--- config.mk ---
export PLATFORM = sky130hd
export DESIGN_NAME = led_pattern_sequencer
export DESIGN_NICKNAME = d
export VERILOG_FILES = /design/src/rtl/led_pattern_sequencer.sv
export SDC_FILE = /design/constraint.sdc
export NUM_CORES = 1
export LEC_CHECK = 0
export CELL_PAD_IN_SITES_DETAIL_PLACEMENT = 0
export CELL_PAD_IN_SITES_GLOBAL_PLACEMENT = 1
export CORE_MARGIN = 5
export CORE_UTILIZATION = 45
export CTS_BUF_LIST = sky130_fd_sc_hd__clkbuf_4 sky130_fd_sc_hd__clkbuf_8
export DETAILED_ROUTE_END_ITERATION = 12
export GPL_TIMING_DRIVEN = 0
export PLACE_DENSITY_LB_ADDON = 0.1
export SKIP_LAST_GASP = 1
export SLEW_MARGIN = 0
export SYNTH_ARGS = -nofsm -noshare
export SYNTH_HDL_FRONTEND = slang
export SYNTH_SLANG_ARGS = --single-unit
--- constraint.sdc ---
create_clock -name clk -period 8.71 [get_ports clk]
set_clock_uncertainty 0.05 [all_clocks]
set_input_delay 1.742 -clock clk [delete_from_list [all_inputs] [get_ports clk]]
set_output_delay 1.742 -clock clk [all_outputs]
set_load 0.03 [all_outputs]
--- src/rtl/led_pattern_sequencer.sv ---
// rtl/led_pattern_sequencer.sv - steps an LED blinker through a programmable (period, duration) table
// Optional feature macro SEQ_LOOP_EN: wrap from the final step back to entry 0 instead of returning to idle.
module led_pattern_sequencer #(
  parameter int  NUM_STEPS  = 8,
  parameter int  DUR_W      = 16,
  parameter int  MIN_PERIOD = 1,
  parameter int  MAX_PERIOD = 1000,
  localparam int IDX_W      = $clog2(NUM_STEPS)
) (
  input  logic             clk,
  input  logic             reset,
  input  logic             cfg_we,
  input  logic [IDX_W-1:0] cfg_idx,
  input  logic [31:0]      cfg_period,
  input  logic [DUR_W-1:0] cfg_duration,
  input  logic             cfg_last,
  output logic             cfg_err,
  input  logic             start,
  input  logic             stop,
  output logic [31:0]      blink_period,
  output logic             blink_rst,
  output logic             busy,
  output logic [IDX_W-1:0] step_idx,
  output logic             done
);

  localparam logic [31:0]      MIN_P    = 32'(MIN_PERIOD);
  localparam logic [31:0]      MAX_P    = 32'(MAX_PERIOD);
  localparam logic [IDX_W-1:0] LAST_IDX = IDX_W'(NUM_STEPS - 1);

  typedef enum logic [1:0] {
    S_IDLE,
    S_LOAD,
    S_RUN
  } state_t;

  state_t           state_q;
  logic [IDX_W-1:0] idx_q;
  logic [DUR_W-1:0] cnt_q;
  logic [31:0]      blink_period_q;
  logic             blink_rst_q;
  logic             busy_q;
  logic             done_q;
  logic             cfg_err_q;

  logic [31:0]      period_tab_q [NUM_STEPS];
  logic [DUR_W-1:0] dur_tab_q    [NUM_STEPS];
  logic             last_tab_q   [NUM_STEPS];

  logic             idx_ok;
  logic             period_ok;
  logic             wr_ok;
  logic [DUR_W-1:0] cnt_last;
  logic             step_end;
  logic             seq_end;
  logic [IDX_W-1:0] idx_d;

  // Only a non-power-of-two table can be addressed past its end.
  if (NUM_STEPS == (1 << IDX_W)) begin : g_full_idx
    assign idx_ok = 1'b1;
  end else begin : g_part_idx
    assign idx_ok = (cfg_idx <= LAST_IDX);
  end

  always_comb begin
    period_ok = (cfg_period == '0) || ((cfg_period >= MIN_P) && (cfg_period <= MAX_P));
    wr_ok     = cfg_we && (state_q == S_IDLE) && period_ok && idx_ok;
    // A zero duration plays as one cycle; computing D-1 this way never wraps.
    cnt_last  = (dur_tab_q[idx_q] == '0) ? '0 : dur_tab_q[idx_q] - DUR_W'(1);
    step_end  = (state_q == S_RUN) && (cnt_q == cnt_last);
    seq_end   = last_tab_q[idx_q] || (idx_q == LAST_IDX);
    idx_d     = idx_q + IDX_W'(1);
  end

  always_ff @(posedge clk) begin
    if (!reset) begin
      state_q        <= S_IDLE;
      idx_q          <= '0;
      cnt_q          <= '0;
      blink_period_q <= '0;
      blink_rst_q    <= 1'b1;
      busy_q         <= 1'b0;
      done_q         <= 1'b0;
      cfg_err_q      <= 1'b0;
      for (int i = 0; i < NUM_STEPS; i++) begin
        period_tab_q[i] <= '0;
        dur_tab_q[i]    <= '0;
        last_tab_q[i]   <= 1'b0;
      end
    end else begin
      done_q    <= 1'b0;
      cfg_err_q <= cfg_we && !wr_ok;

      if (wr_ok) begin
        period_tab_q[cfg_idx] <= cfg_period;
        dur_tab_q[cfg_idx]    <= cfg_duration;
        last_tab_q[cfg_idx]   <= cfg_last;
      end

      case (state_q)
        S_IDLE: begin
          if (start && !stop) begin
            state_q        <= S_LOAD;
            idx_q          <= '0;
            blink_period_q <= period_tab_q[0];
            blink_rst_q    <= 1'b1;
            busy_q         <= 1'b1;
          end
        end

        S_LOAD: begin
          if (stop) begin
            state_q     <= S_IDLE;
            busy_q      <= 1'b0;
            blink_rst_q <= 1'b1;
          end else begin
            state_q     <= S_RUN;
            cnt_q       <= '0;
            blink_rst_q <= 1'b0;
          end
        end

        S_RUN: begin
          if (stop) begin
            state_q     <= S_IDLE;
            busy_q      <= 1'b0;
            blink_rst_q <= 1'b1;
          end else if (step_end) begin
            blink_rst_q <= 1'b1;
            if (seq_end) begin
              done_q <= 1'b1;
`ifdef SEQ_LOOP_EN
              state_q        <= S_LOAD;
              idx_q          <= '0;
              blink_period_q <= period_tab_q[0];
`else
              // blink_period keeps the final step's value while idle.
              state_q <= S_IDLE;
              busy_q  <= 1'b0;
`endif
            end else begin
              state_q        <= S_LOAD;
              idx_q          <= idx_d;
              blink_period_q <= period_tab_q[idx_d];
            end
          end else begin
            cnt_q <= cnt_q + DUR_W'(1);
          end
        end

        default: begin
          state_q     <= S_IDLE;
          busy_q      <= 1'b0;
          blink_rst_q <= 1'b1;
        end
      endcase
    end
  end

  assign cfg_err      = cfg_err_q;
  assign blink_period = blink_period_q;
  assign blink_rst    = blink_rst_q;
  assign busy         = busy_q;
  assign step_idx     = idx_q;
  assign done         = done_q;

endmodule

# [After elaboration in Yosys (flattened, before gate mapping)]
# Memory sizes are Yosys's and may differ from the RTL's. A register that Yosys moved wholly into a read port is not among the register bits.
# Cells that the tools add are included.
# Widths: inputs -> output; s select.
[classes] muxes=49 n_lt_le_gt_ge=2 reduce_logical=23 n_eq_ne=13 bitwise=3 add_sub_neg=3
[ops] operator="$mux 32" count=5
[ops] operator="$mux 16" count=5
[ops] operator="$pmux 32 s2" count=1
[ops] operator="$mux 3" count=11
[ops] operator="$ge 32x1->1 const B" count=1
[ops] operator="$le 32x10->1 const B" count=1
[ops] operator="$logic_not 32->1" count=1
[ops] operator="$pmux 16 s2" count=1
[ops] operator="$reduce_or 32->1" count=1
[ops] operator="$mux 1" count=18
[ops] operator="$add 16x1->16 const B" count=1
[ops] operator="$eq 16x16->1" count=1
[ops] operator="$logic_not 16->1" count=1
[ops] operator="$reduce_or 16->1" count=1
[ops] operator="$sub 16x1->16 const B" count=1
[ops] operator="$ne 2x2->1 const B" count=6
[ops] operator="$mux 2" count=4
[ops] operator="$reduce_and 4->1" count=2
[ops] operator="$logic_and 1x1->1" count=6
[ops] operator="$ne 3x3->1 const B" count=2
[ops] operator="$pmux 1 s3" count=2
[ops] operator="$pmux 2 s3" count=1
[ops] operator="$pmux 3 s2" count=1
[ops] operator="$reduce_and 5->1" count=1
[ops] operator="other kinds (13)" count=18
[totals] regBits=57 wordCells=104 mem_bits_rw=392 memories=3
[memory_table] memory="period_tab_q" words=8 word_bits=32 rd=2 rd_ports_with_merged_regs=0 wr=8 line="46" source="logic [31:0] period_tab_q [NUM_STEPS];"
[memory_table] memory="dur_tab_q" words=8 word_bits=16 rd=1 rd_ports_with_merged_regs=1 wr=8 line="47" source="logic [DUR_W-1:0] dur_tab_q [NUM_STEPS];"
[memory_table] memory="last_tab_q" words=8 word_bits=1 rd=1 rd_ports_with_merged_regs=1 wr=8 line="48" source="logic last_tab_q [NUM_STEPS];"

# [Depth between registers and ports, before layout]
# Gate-level depths: netlist (run 1).
[depth] word_depth=9 ltp_mapped=19 mapped_depth_nobuf=13

# [Least setup slack after synthesis (run 1)]
# Ideal clock, no wire load.
[synth_path] kind="input -> register" from="in cfg_period[1]" to="mem dur_tab_q[7][0] (enable)" arrival_ns=6.186 n_path_buf=0 setup_ns=0.520 path_stages=6 required_ns=8.140 slack_ns=1.954 path_cell_list="or3_1 > a21oi_1 > nor3_1 > nor3_1 > nand3_1 > o21ai_0"
[synth_lines] element="from (decl)" line="14" source="input logic [31:0] cfg_period,"
[synth_lines] element="to (decl)" line="47"

==> impl_results.md, run 1 <==
- Status: complete, no violations
- Multi-input logic area: 0.00736 mm^2
- CTS Root Cell: clkbuf_8
- Clk sinks: between 400 and 500
- Fillers: roughly 3700
- IO Pins: 96
- Synth cell types: slightly above 70
- Placed cells: 2216
- Crit path DAT: between 6 and 7 ns
- Die width: 220 um
- CTS tree: done
- Leak: around 8.5 nW
- Crit Path Category: reg -> reg
- Worst relative slew slack: 0.272
- Fmax: 165 MHz
- Hold slack: 0.399 ns
- Reg-to-reg setup timing slack: 2.64 ns
- Largest net degree at the start of global routing: a little under 50
- Synth warnings: 0
- Hold-fix buffers at CTS: 0
- Synth area leaders: edfxtp_1, mux4_2, dfxtp_1
- Clock Latency Late Sink: 0.64 ns
- Unrepaired setup endpoints after global routing: no
- Yosys top cell area share: 0.579
- Yosys top cell by area: edfxtp_1
- Detailed Routing Iterations Pass 1: 5
- Post-route cell area: 0.0241 mm^2
- Nets: 1765
- CP endpoint kind: flip-flop
- Critical Path RT: 9.21 ns
- Placer Congestion: around 0.8
- Initial detailed-routing violation count: roughly 1000
- Antenna violations before repair: 3
- DRC: 0
- Initial Utilization: 0.453
- Ratio of cells with drive above 1 in the final layout: 0.155
- DP HPWL: 32600 um
- Clock Pin Slew Worst Setup and Hold Paths: 0.06 ns
- Worst slew pin tran: between 1 and 1.5 ns
- Final core occ: 0.547
- Syn Inst Count: 1348
- FF/Latch Area: 0.0129 mm^2
- Die area: 0.0486 mm^2
- H-tree levels: 3
- Number of gates resized after cts: 0
- Finished Layout Cells: 2360
- Final wirelength: 51500 um
- Most frequent cells in the layout: edfxtp_1, and2_1, conb_1
- Netlist Area Pre-Place: roughly 0.02 mm^2
- Worst reg2reg path depth: 17
- Commonest non-fill, non-tap cell in the layout: edfxtp_1
- Rows: 77
- Worst VDD drop: 0.000109 V
- Final period utilization: 0.696
- Hold Startpoint: blink_period[31]$_SDFFE_PN0P_
- RR Endpoint: blink_period[1]$_SDFFE_PN0P_
- DR vias: 12200
- Final Hold Vio Count: 0
- Cells on Worst Hold Path: 2
- Avg Cell Area, Syn: 14.8 um^2
- Wire per inst: around 22 um
- Final setup fails: 0
- Setup bufs post-CTS: 0
- Synth Flop Type: edfxtp_1
- Fin. max-slew vios: 0
- Critical Path Start Type: flip-flop
- FFs w/ async S/R, synth: 0
- Pwr dens: 195 mW/mm^2
- # port buffers: 94
- Min Clock Period, post-route: around 6 ns
- Remaining antenna violation count: 0
- Area after detailed placement: 0.0225 mm^2
- Max Cap Viol: 0
- Flops & latches, synth: 452
- Core Area: 0.0440 mm^2
- Post-synth EDFFs: ~380
- Syn-to-layout area delta: 20.8%
- Total grt overflow: 0
- Clk buf depth: 3
- GRT Total Usage: 0.217
- Routed vias/inst: 5.17
- First-pass GRT wire length: a little under 80000 um
- Cts bufs inserted: 78
- Post-synthesis sequential area ratio: 0.647
- Worst min path class: reg -> reg
- Vias in the first global route: 12700
- Worst-path fanout max: 10
- Die height: 220 um
- Final TNS setup: 0 ns
- End of the worst hold path: blink_period[31]$_SDFFE_PN0P_
## synth_stat cells, types with 3 or more instances
cell	count
xor2_1	7
nand2b_1	13
dfxtp_1	68
nor2_1	55
buf_1	10
nand3_1	19
nor3b_1	3
nor3_1	8
inv_1	4
nor4b_1	5
mux2i_1	60
mux2_2	4
o211ai_1	4
or3_1	10
buf_6	4
xnor2_1	6
o31ai_1	7
nor2b_1	11
buf_4	5
a211o_1	32
buf_2	11
nand4_1	10
a21oi_1	39
mux4_2	88
and2_1	217
a22oi_1	6
a22o_1	7
nor4_1	8
or4_1	5
and3_1	10
ha_1	4
clkbuf_1	54
o21ai_1	5
a21boi_1	17
a31oi_1	8
nand2_1	75
o21ai_0	26
edfxtp_1	384
## metrics by stage
step	total power [mW]	setup WS, ns
2_1_floorplan	2.68	1.95
3_3_place_gp	2.80	-3.60
3_5_place_dp	2.81	2.31
4_1_cts	4.74	2.59
5_1_grt	4.88	2.19
6_report	4.69	2.64
## state kept, by name, summed over array words and instances, names as in the netlist, named ones only
signal,count
blink_period,32
blink_rst,1
cnt_q,16
dur_tab_q,128
done,1
cfg_err,1
last_tab_q,8
period_tab_q,256
busy,1
step_idx,3
state_q,2
## how the worst max path moves through the flow
| stage | startpoint | slack (ns) | cells past startpoint | endpoint |
|---|---|---|---|---|
| 6_report | flip-flop | 2.64 | 17 | blink_period[1]$_SDFFE_PN0P_ |
| 5_1_grt | flip-flop | 2.19 | 17 | blink_period[3]$_SDFFE_PN0P_ |
| 4_1_cts | flip-flop | 2.59 | 17 | blink_period[1]$_SDFFE_PN0P_ |
| 3_5_place_dp | cfg_period[2] | 2.31 | 9 | period_tab_q[5][22]$_SDFFCE_PN0P_ |
| 3_3_place_gp | cfg_period[0] | -3.60 | 7 | period_tab_q[7][13]$_SDFFCE_PN0P_ |
| 2_1_floorplan | cfg_period[1] | 1.95 | 6 | dur_tab_q[7][0]$_SDFFCE_PN0P_ |
## layout make-up
| class | count | share of cell area |
|---|---|---|
| antenna | 2 | 0.000208 |
| buffer | 84 | 0.0157 |
| clock buffer | 126 | 0.0614 |
| clock inverter | 16 | 0.00343 |
| inverter | 5 | 0.000779 |
| multi-input combinational | 982 | 0.306 |
| sequential | 452 | 0.535 |
| tap | 592 | 0.0308 |
| timing repair buffer | 101 | 0.0468 |
## layer usage
metal	share of wire	track usage	up-vias
met1	0.46	0.307	6079
met5	0.00025	0	-
met2	0.46	0.344	353
met3	0.062	0.0427	75
met4	0.020	0.0672	2
li1	-	-	5693
## where the power goes
part	total, mW	switching (mW)	internal, mW
Sequential	2.49	0.0297	2.46
Combinational	0.278	0.168	0.110
Clock	1.93	0.855	1.07
Total	4.69	1.05	3.64
## cells by family (layout without fill, tap and decap cells)
family,count (synthesis),in the layout,synth area share
xor+xnor,13,13,0.00571
buf+inv,89,332,0.0199
mux,156,156,0.135
flops,452,452,0.647
other cells,1,178,0.000188
fa+ha+maj,4,4,0.00251
simple gates,458,458,0.128
compound gates,175,175,0.0614
## critical path, cell delays in order, from the launching register on
cell and delay, ns:
dfxtp_1 0.40, buf_2 0.25, buf_2 0.35, buf_2 0.41, mux4_2 0.39, mux2i_2 0.54
ha_1 0.29, o21ai_0 0.27, or4_1 0.57, a21oi_1 0.16, a31oi_1 0.08, a2bb2oi_1 0.17
o21ai_0 0.18, a41oi_1 0.57, buf_2 0.40, buf_1 0.59, nand2_1 0.13, a21oi_1 0.16
No activity file was read; power rests on OpenSTA's default activity.
==> run 2: changes to the inputs <==
Clock period 8.71 ns to 6.15 ns, I/O delays scaled along.
==> impl_results.md, run 2 (synthesized netlist as in run 1, its figures left out) <==
- Fin. max-slew vios: 0 (unchanged)
- Worst reg2reg path depth: 19 (was 17)
- Clk sinks: 452 (unchanged)
- Area after detailed placement: 0.0224 mm^2 (was 0.0225 mm^2)
- Cells on Worst Hold Path: 2 (unchanged)
- Cts bufs inserted: 79 (was 78)
- DRC: 0 (unchanged)
- CTS Root Cell: clkbuf_8 (unchanged)
- GRT Total Usage: 0.215 (was 0.217)
- RR Endpoint: blink_period[0]$_SDFFE_PN0P_ (was blink_period[1]$_SDFFE_PN0P_)
- Wire per inst: 21.6 um (was 21.8 um)
- Combinational fraction of design power: 0.058 (was 0.059)
- Rows: 77 (unchanged)
- Critical Path RT: 6.59 ns (was 9.21 ns)
- P_int: 5.12 mW (was 3.64 mW)
- Placer Congestion: 0.779 (was 0.804)
- Sequential share of power: 0.533 (was 0.530)
- Core Area: 0.0440 mm^2 (unchanged)
- Worst min path class: reg -> reg (unchanged)
- Hold-fix buffers at CTS: 0 (unchanged)
- Largest net degree at the start of global routing: 49 (unchanged)
- Switching share of total power: 0.225 (was 0.224)
- Max FFs per register: 256 (unchanged)
- Worst-path fanout max: 10 (unchanged)
- Fillers: 3713 (was 3712)
- Hold Startpoint: blink_period[21]$_SDFFE_PN0P_ (was blink_period[31]$_SDFFE_PN0P_)
- Crit path DAT: 6.26 ns (was 6.56 ns)
- Clock Latency Late Sink: 0.63 ns (was 0.64 ns)
- DP HPWL: 32400 um (was 32600 um)
- Total grt overflow: 0 (unchanged)
- Final setup fails: 0 (unchanged)
- Placed cells: 2214 (was 2216)
- Final core occ: 0.545 (was 0.547)
- Clock Pin Slew Worst Setup and Hold Paths: 0.06 ns (about the same)
- Final Power: 6.61 mW (was 4.69 mW)
- Worst VDD drop: 0.000171 V (was 0.000109 V)
- Fmax: 172 MHz (was 165 MHz)
- Final TNS setup: 0 ns (unchanged)
- Clock Power Share: 0.408 (was 0.411)
- Top reg by flops: period_tab_q (unchanged)
- Detailed Routing Iterations Pass 1: 5 (unchanged)
- Max Cap Viol: 0 (unchanged)
- Finished Layout Cells: 2358 (was 2360)
- Routed vias/inst: 5.18 (was 5.17)
- Clk buf depth: 3 (unchanged)
- Final Hold Vio Count: 0 (unchanged)
- Most frequent cells in the layout: edfxtp_1, and2_1, conb_1 (unchanged)
- CTS tree: done (unchanged)
- Initial Utilization: 0.453 (unchanged)
- Initial detailed-routing violation count: 902 (was 1006)
- End of the worst hold path: blink_period[21]$_SDFFE_PN0P_ (was blink_period[31]$_SDFFE_PN0P_)
- Min Clock Period, post-route: 5.83 ns (was 6.07 ns)
- Syn-to-layout area delta: 20.5% (was 20.8%)
- Leak: 8.47 nW (was 8.52 nW)
- Remaining antenna violation count: 0 (unchanged)
- First-pass GRT wire length: 77300 um (was 77800 um)
- Sw Pwr: 1.49 mW (was 1.05 mW)
- Final period utilization: 0.948 (was 0.696)
- CP endpoint kind: flip-flop (unchanged)
- Worst relative slew slack: 0.257 (was 0.272)
- Crit Path Category: reg -> reg (unchanged)
- DR vias: 12200 (about the same)
- Status: complete, no violations (unchanged)
- Die height: 220 um (unchanged)
- Nets: 1764 (was 1765)
- Final wirelength: 50900 um (was 51500 um)
- Vias in the first global route: 12900 (was 12700)
- H-tree levels: 3 (unchanged)
- Die width: 220 um (unchanged)
- Pwr dens: 275 mW/mm^2 (was 195 mW/mm^2)
- Unrepaired setup endpoints after global routing: no (unchanged)
- Ratio of cells with drive above 1 in the final layout: 0.149 (was 0.155)
- IO Pins: 96 (unchanged)
- Post-route cell area: 0.0240 mm^2 (was 0.0241 mm^2)
- Commonest non-fill, non-tap cell in the layout: edfxtp_1 (unchanged)
- Reg-to-reg setup timing slack: 0.32 ns (was 2.64 ns)
- Antenna violations before repair: 2 (was 3)
- # port buffers: 94 (unchanged)
- Worst slew pin tran: 1.11 ns (was 1.09 ns)
- Critical Path Start Type: flip-flop (unchanged)
- Die area: 0.0486 mm^2 (unchanged)
## run 2: what timing repair did
| action | in CTS | in global routing |
|---|---|---|
| resized for setup | 1 | 3 |
| buffers inserted | 0 | 0 |
| pin swaps | 0 | 0 |
| endpoints found under the setup margin | 20 | 30 |
## run 2: routing by layer
metal / track usage / vias to the layer above / routed length (um)
li1: - / 5679 / -
met1: 0.305 / 6117 / 22800
met2: 0.345 / 343 / 24000
met3: 0.0412 / 80 / 3020
met4: 0.0578 / 2 / 1080
met5: 0 / - / 13
## run 2: area by class of cell
| cell class | count | area, um^2 | share of cell area |
|---|---|---|---|
| well taps | 592 | 741 | 0.0308 |
| multi-input cells | 982 | 7380 | 0.308 |
| diodes | 1 | 2.50 | 0.000104 |
| plain buffers | 84 | 378 | 0.0157 |
| repair buffers | 99 | 1050 | 0.0437 |
| inverters | 5 | 18.8 | 0.000782 |
| clock inverters | 32 | 169 | 0.00703 |
| flip-flops and latches | 452 | 12900 | 0.537 |
| clock buffers | 111 | 1380 | 0.0574 |
## run 2: power groups by stage
stage | Clock, mW | Combinational (mW) | Sequential [mW]
floorplan | 0 | 0.191 | 3.60
global placement | 0 | 0.372 | 3.59
CTS | 2.76 | 0.388 | 3.52
detailed placement | 0 | 0.386 | 3.59
finish | 2.70 | 0.386 | 3.52
global route | 2.92 | 0.420 | 3.54
## run 2: per-stage QoR
| step | setup slack [ns] | hold WS (ns) |
|---|---|---|
| 6_report | 0.320 | 0.403 |
| 5_1_grt | 0.0458 | 0.421 |
| 4_1_cts | 0.112 | 0.405 |
| 3_5_place_dp | -0.0544 | 0.396 |
| 3_3_place_gp | -2.69 | 0.392 |
| 2_1_floorplan | 1.21 | 0.383 |
## run 2: worst max-delay path by stage
stage / startpoint / to / slack, ns / depth (start not counted)
final: flip-flop / blink_period[0]$_SDFFE_PN0P_ / 0.32 / 19
after global routing: flip-flop / blink_period[0]$_SDFFE_PN0P_ / 0.05 / 17
after CTS: flip-flop / blink_period[0]$_SDFFE_PN0P_ / 0.11 / 18
after detailed placement: flip-flop / blink_period[0]$_SDFFE_PN0P_ / -0.05 / 17
after global placement: cfg_period[2] / period_tab_q[7][24]$_SDFFCE_PN0P_ / -2.69 / 7
after floorplan: cfg_period[1] / dur_tab_q[7][0]$_SDFFCE_PN0P_ / 1.21 / 6
## run 2: worst max-delay path, cell delays in order, from the launching register on
cell and delay [ns]:
dfxtp_1 0.37, buf_2 0.27, buf_2 0.41, buf_2 0.42, mux4_2 0.39, mux2i_4 0.40
ha_1 0.27, o21a_1 0.28, nand4_4 0.19, or2_1 0.25, buf_2 0.16, a22o_1 0.23
a31o_1 0.19, nor4_1 0.38, and3_1 0.25, a41oi_2 0.26, buf_2 0.32, buf_1 0.34
nand2_1 0.17, a21oi_1 0.07
==> run 3: changes to the inputs <==
Settings changed: PLACE_DENSITY_LB_ADDON 0.1 to 0.2.
==> impl_results.md, run 3 (synthesized netlist as in run 1, its figures left out) <==
- Clk sinks: 452 (unchanged)
- Post-route cell area: 0.0239 mm^2 (was 0.0240 mm^2)
- Crit Path Category: reg -> reg (unchanged)
- CTS tree: done (unchanged)
- First-pass GRT wire length: 75500 um (was 77300 um)
- Min Clock Period, post-route: 5.78 ns (was 5.83 ns)
- Final period utilization: 0.940 (was 0.948)
- GRT Total Usage: 0.210 (was 0.215)
- CTS Root Cell: clkbuf_8 (unchanged)
- Clk buf depth: 3 (unchanged)
- Die area: 0.0486 mm^2 (unchanged)
- Critical Path Start Type: flip-flop (unchanged)
- Switching share of total power: 0.225 (about the same)
- Area after detailed placement: 0.0224 mm^2 (about the same)
- CP endpoint kind: flip-flop (unchanged)
- Detailed Routing Iterations Pass 1: 5 (unchanged)
- Dpl ws: 0.0610 ns (was -0.0544 ns)
- Clock Power Share: 0.402 (was 0.408)
- Final WS setup: 0.366 ns (was 0.320 ns)
- Final wirelength: 50200 um (was 50900 um)
- Commonest non-fill, non-tap cell in the layout: edfxtp_1 (unchanged)
- Routed vias/inst: 5.18 (about the same)
- Combinational fraction of design power: 0.058 (about the same)
- Worst-path fanout max: 10 (unchanged)
- Vias in the first global route: 12500 (was 12900)
- Rows: 77 (unchanged)
- IO Pins: 96 (unchanged)
- Die width: 220 um (unchanged)
- Final setup fails: 0 (unchanged)
- Clock Latency Late Sink: 0.63 ns (about the same)
- Sw Pwr: 1.47 mW (was 1.49 mW)
- Worst relative slew slack: 0.273 (was 0.257)
- Syn-to-layout area delta: 20.0% (was 20.5%)
- Max FFs per register: 256 (unchanged)
- Total grt overflow: 0 (unchanged)
- H-tree levels: 3 (unchanged)
- Final Hold Vio Count: 0 (unchanged)
- Top reg by flops: period_tab_q (unchanged)
- Placer Congestion: 0.807 (was 0.779)
- Worst min path class: reg -> reg (unchanged)
- Initial detailed-routing violation count: 919 (was 902)
- Final TNS setup: 0 ns (unchanged)
- Status: complete, no violations (unchanged)
- Unrepaired setup endpoints after global routing: no (unchanged)
- Worst slew pin tran: 1.09 ns (was 1.11 ns)
- DRC: 0 (unchanged)
- Max Cap Viol: 0 (unchanged)
- Sequential share of power: 0.540 (was 0.533)
- Hold Startpoint: blink_period[29]$_SDFFE_PN0P_ (was blink_period[21]$_SDFFE_PN0P_)
- Worst VDD drop: 0.000175 V (was 0.000171 V)
- Fin. max-slew vios: 0 (unchanged)
- Nets: 1758 (was 1764)
- Crit path DAT: 6.22 ns (was 6.26 ns)
- Largest net degree at the start of global routing: 49 (unchanged)
- Ratio of cells with drive above 1 in the final layout: 0.148 (was 0.149)
- Cts bufs inserted: 75 (was 79)
- P_int: 5.06 mW (was 5.12 mW)
- # port buffers: 94 (unchanged)
- Critical Path RT: 6.59 ns (about the same)
- Fillers: 3729 (was 3713)
- Clock Pin Slew Worst Setup and Hold Paths: 0.06 ns (about the same)
- DP HPWL: 31600 um (was 32400 um)
- DR vias: 12200 (about the same)
- Hold slack: 0.404 ns (was 0.403 ns)
- Remaining antenna violation count: 0 (unchanged)
- Die height: 220 um (unchanged)
- Core Area: 0.0440 mm^2 (unchanged)
- Antenna violations before repair: 5 (was 2)
- Initial Utilization: 0.453 (unchanged)
- Pwr dens: 273 mW/mm^2 (was 275 mW/mm^2)
- Leak: 8.43 nW (was 8.47 nW)
- Fmax: 173 MHz (was 172 MHz)
- Wire per inst: 21.3 um (was 21.6 um)
- Most frequent cells in the layout: edfxtp_1, and2_1, conb_1 (unchanged)
==> run 3: cell types whose count changed in the layout (fill, tap and decap cells not counted), sizes merged <==
cell      delta
clkbuf       +2
buf          -3
inv          +1
clkinv       -7
diode        +1
clkinvlp     +1
bufinv       -1
==> run 3: repair_timing <==
| action | CTS | global route |
|---|---|---|
| hold buffers | 0 | 0 |
| setup buffers | 0 | 0 |
| endpoints found under the setup margin | 0 | 10 |
| gates resized for setup | 0 | 1 |
==> run 3: final timing paths <==
check / slack (ns) / endpoint / depth (start not counted)
max: 0.37 / blink_period[0]$_SDFFE_PN0P_ / 19
min: 0.40 / blink_period[29]$_SDFFE_PN0P_ / 2
max reg2reg: 0.37 / blink_period[0]$_SDFFE_PN0P_ / 19
min reg2reg: 0.40 / blink_period[29]$_SDFFE_PN0P_ / 2
==> run 3: layer usage <==
metal  vias to the layer above  wire length, um  GRT usage
met5                         -               34          0
met4                         6              841     0.0605
met3                        67             3670     0.0517
met2                       348            24000      0.338
met1                      6085            21700      0.286
li1                       5688                -          -
==> run 3: final cells by class <==
| cell class | count | area [um^2] | share of cell area |
|---|---|---|---|
| diodes | 2 | 5.00 | 0.000209 |
| plain buffers | 84 | 379 | 0.0159 |
| clock buffers | 112 | 1370 | 0.0571 |
| clock inverters | 26 | 130 | 0.00544 |
| inverters | 5 | 18.8 | 0.000785 |
| multi-input cells | 982 | 7360 | 0.308 |
| flip-flops and latches | 452 | 12900 | 0.539 |
| well taps | 592 | 741 | 0.0310 |
| repair buffers | 97 | 1020 | 0.0425 |
==> run 3: power by group through the flow <==
stage | logic [mW] | registers [mW] | clock network (mW)
6_report | 0.379 | 3.52 | 2.62
5_1_grt | 0.414 | 3.54 | 2.83
4_1_cts | 0.382 | 3.53 | 2.69
3_5_place_dp | 0.381 | 3.59 | 0
3_3_place_gp | 0.368 | 3.59 | 0
2_1_floorplan | 0.191 | 3.60 | 0
==> run 3: worst max-delay path, stage by stage, from the launching register on <==
cell and delay [ns]:
dfxtp_1 0.32, buf_2 0.25, buf_2 0.39, buf_2 0.41, mux4_2 0.37, mux2i_2 0.57, ha_1 0.30, o21a_1 0.28
nand4_4 0.18, or2_1 0.25, buf_2 0.16, a22o_1 0.21, a31o_1 0.19, nor4_1 0.39, and3_1 0.22, a41oi_1 0.28
buf_2 0.34, clkbuf_2 0.28, nand2_1 0.12, a21oi_1 0.07
==> run 3: through the flow <==
step	utilization	instances	total power [mW]
finish	0.543	2352	6.53
global route	0.543	2351	6.78
CTS	0.543	2350	6.59
detailed placement	0.509	2212	3.97
global placement	0.506	2209	3.96
floorplan	-	1523	3.79
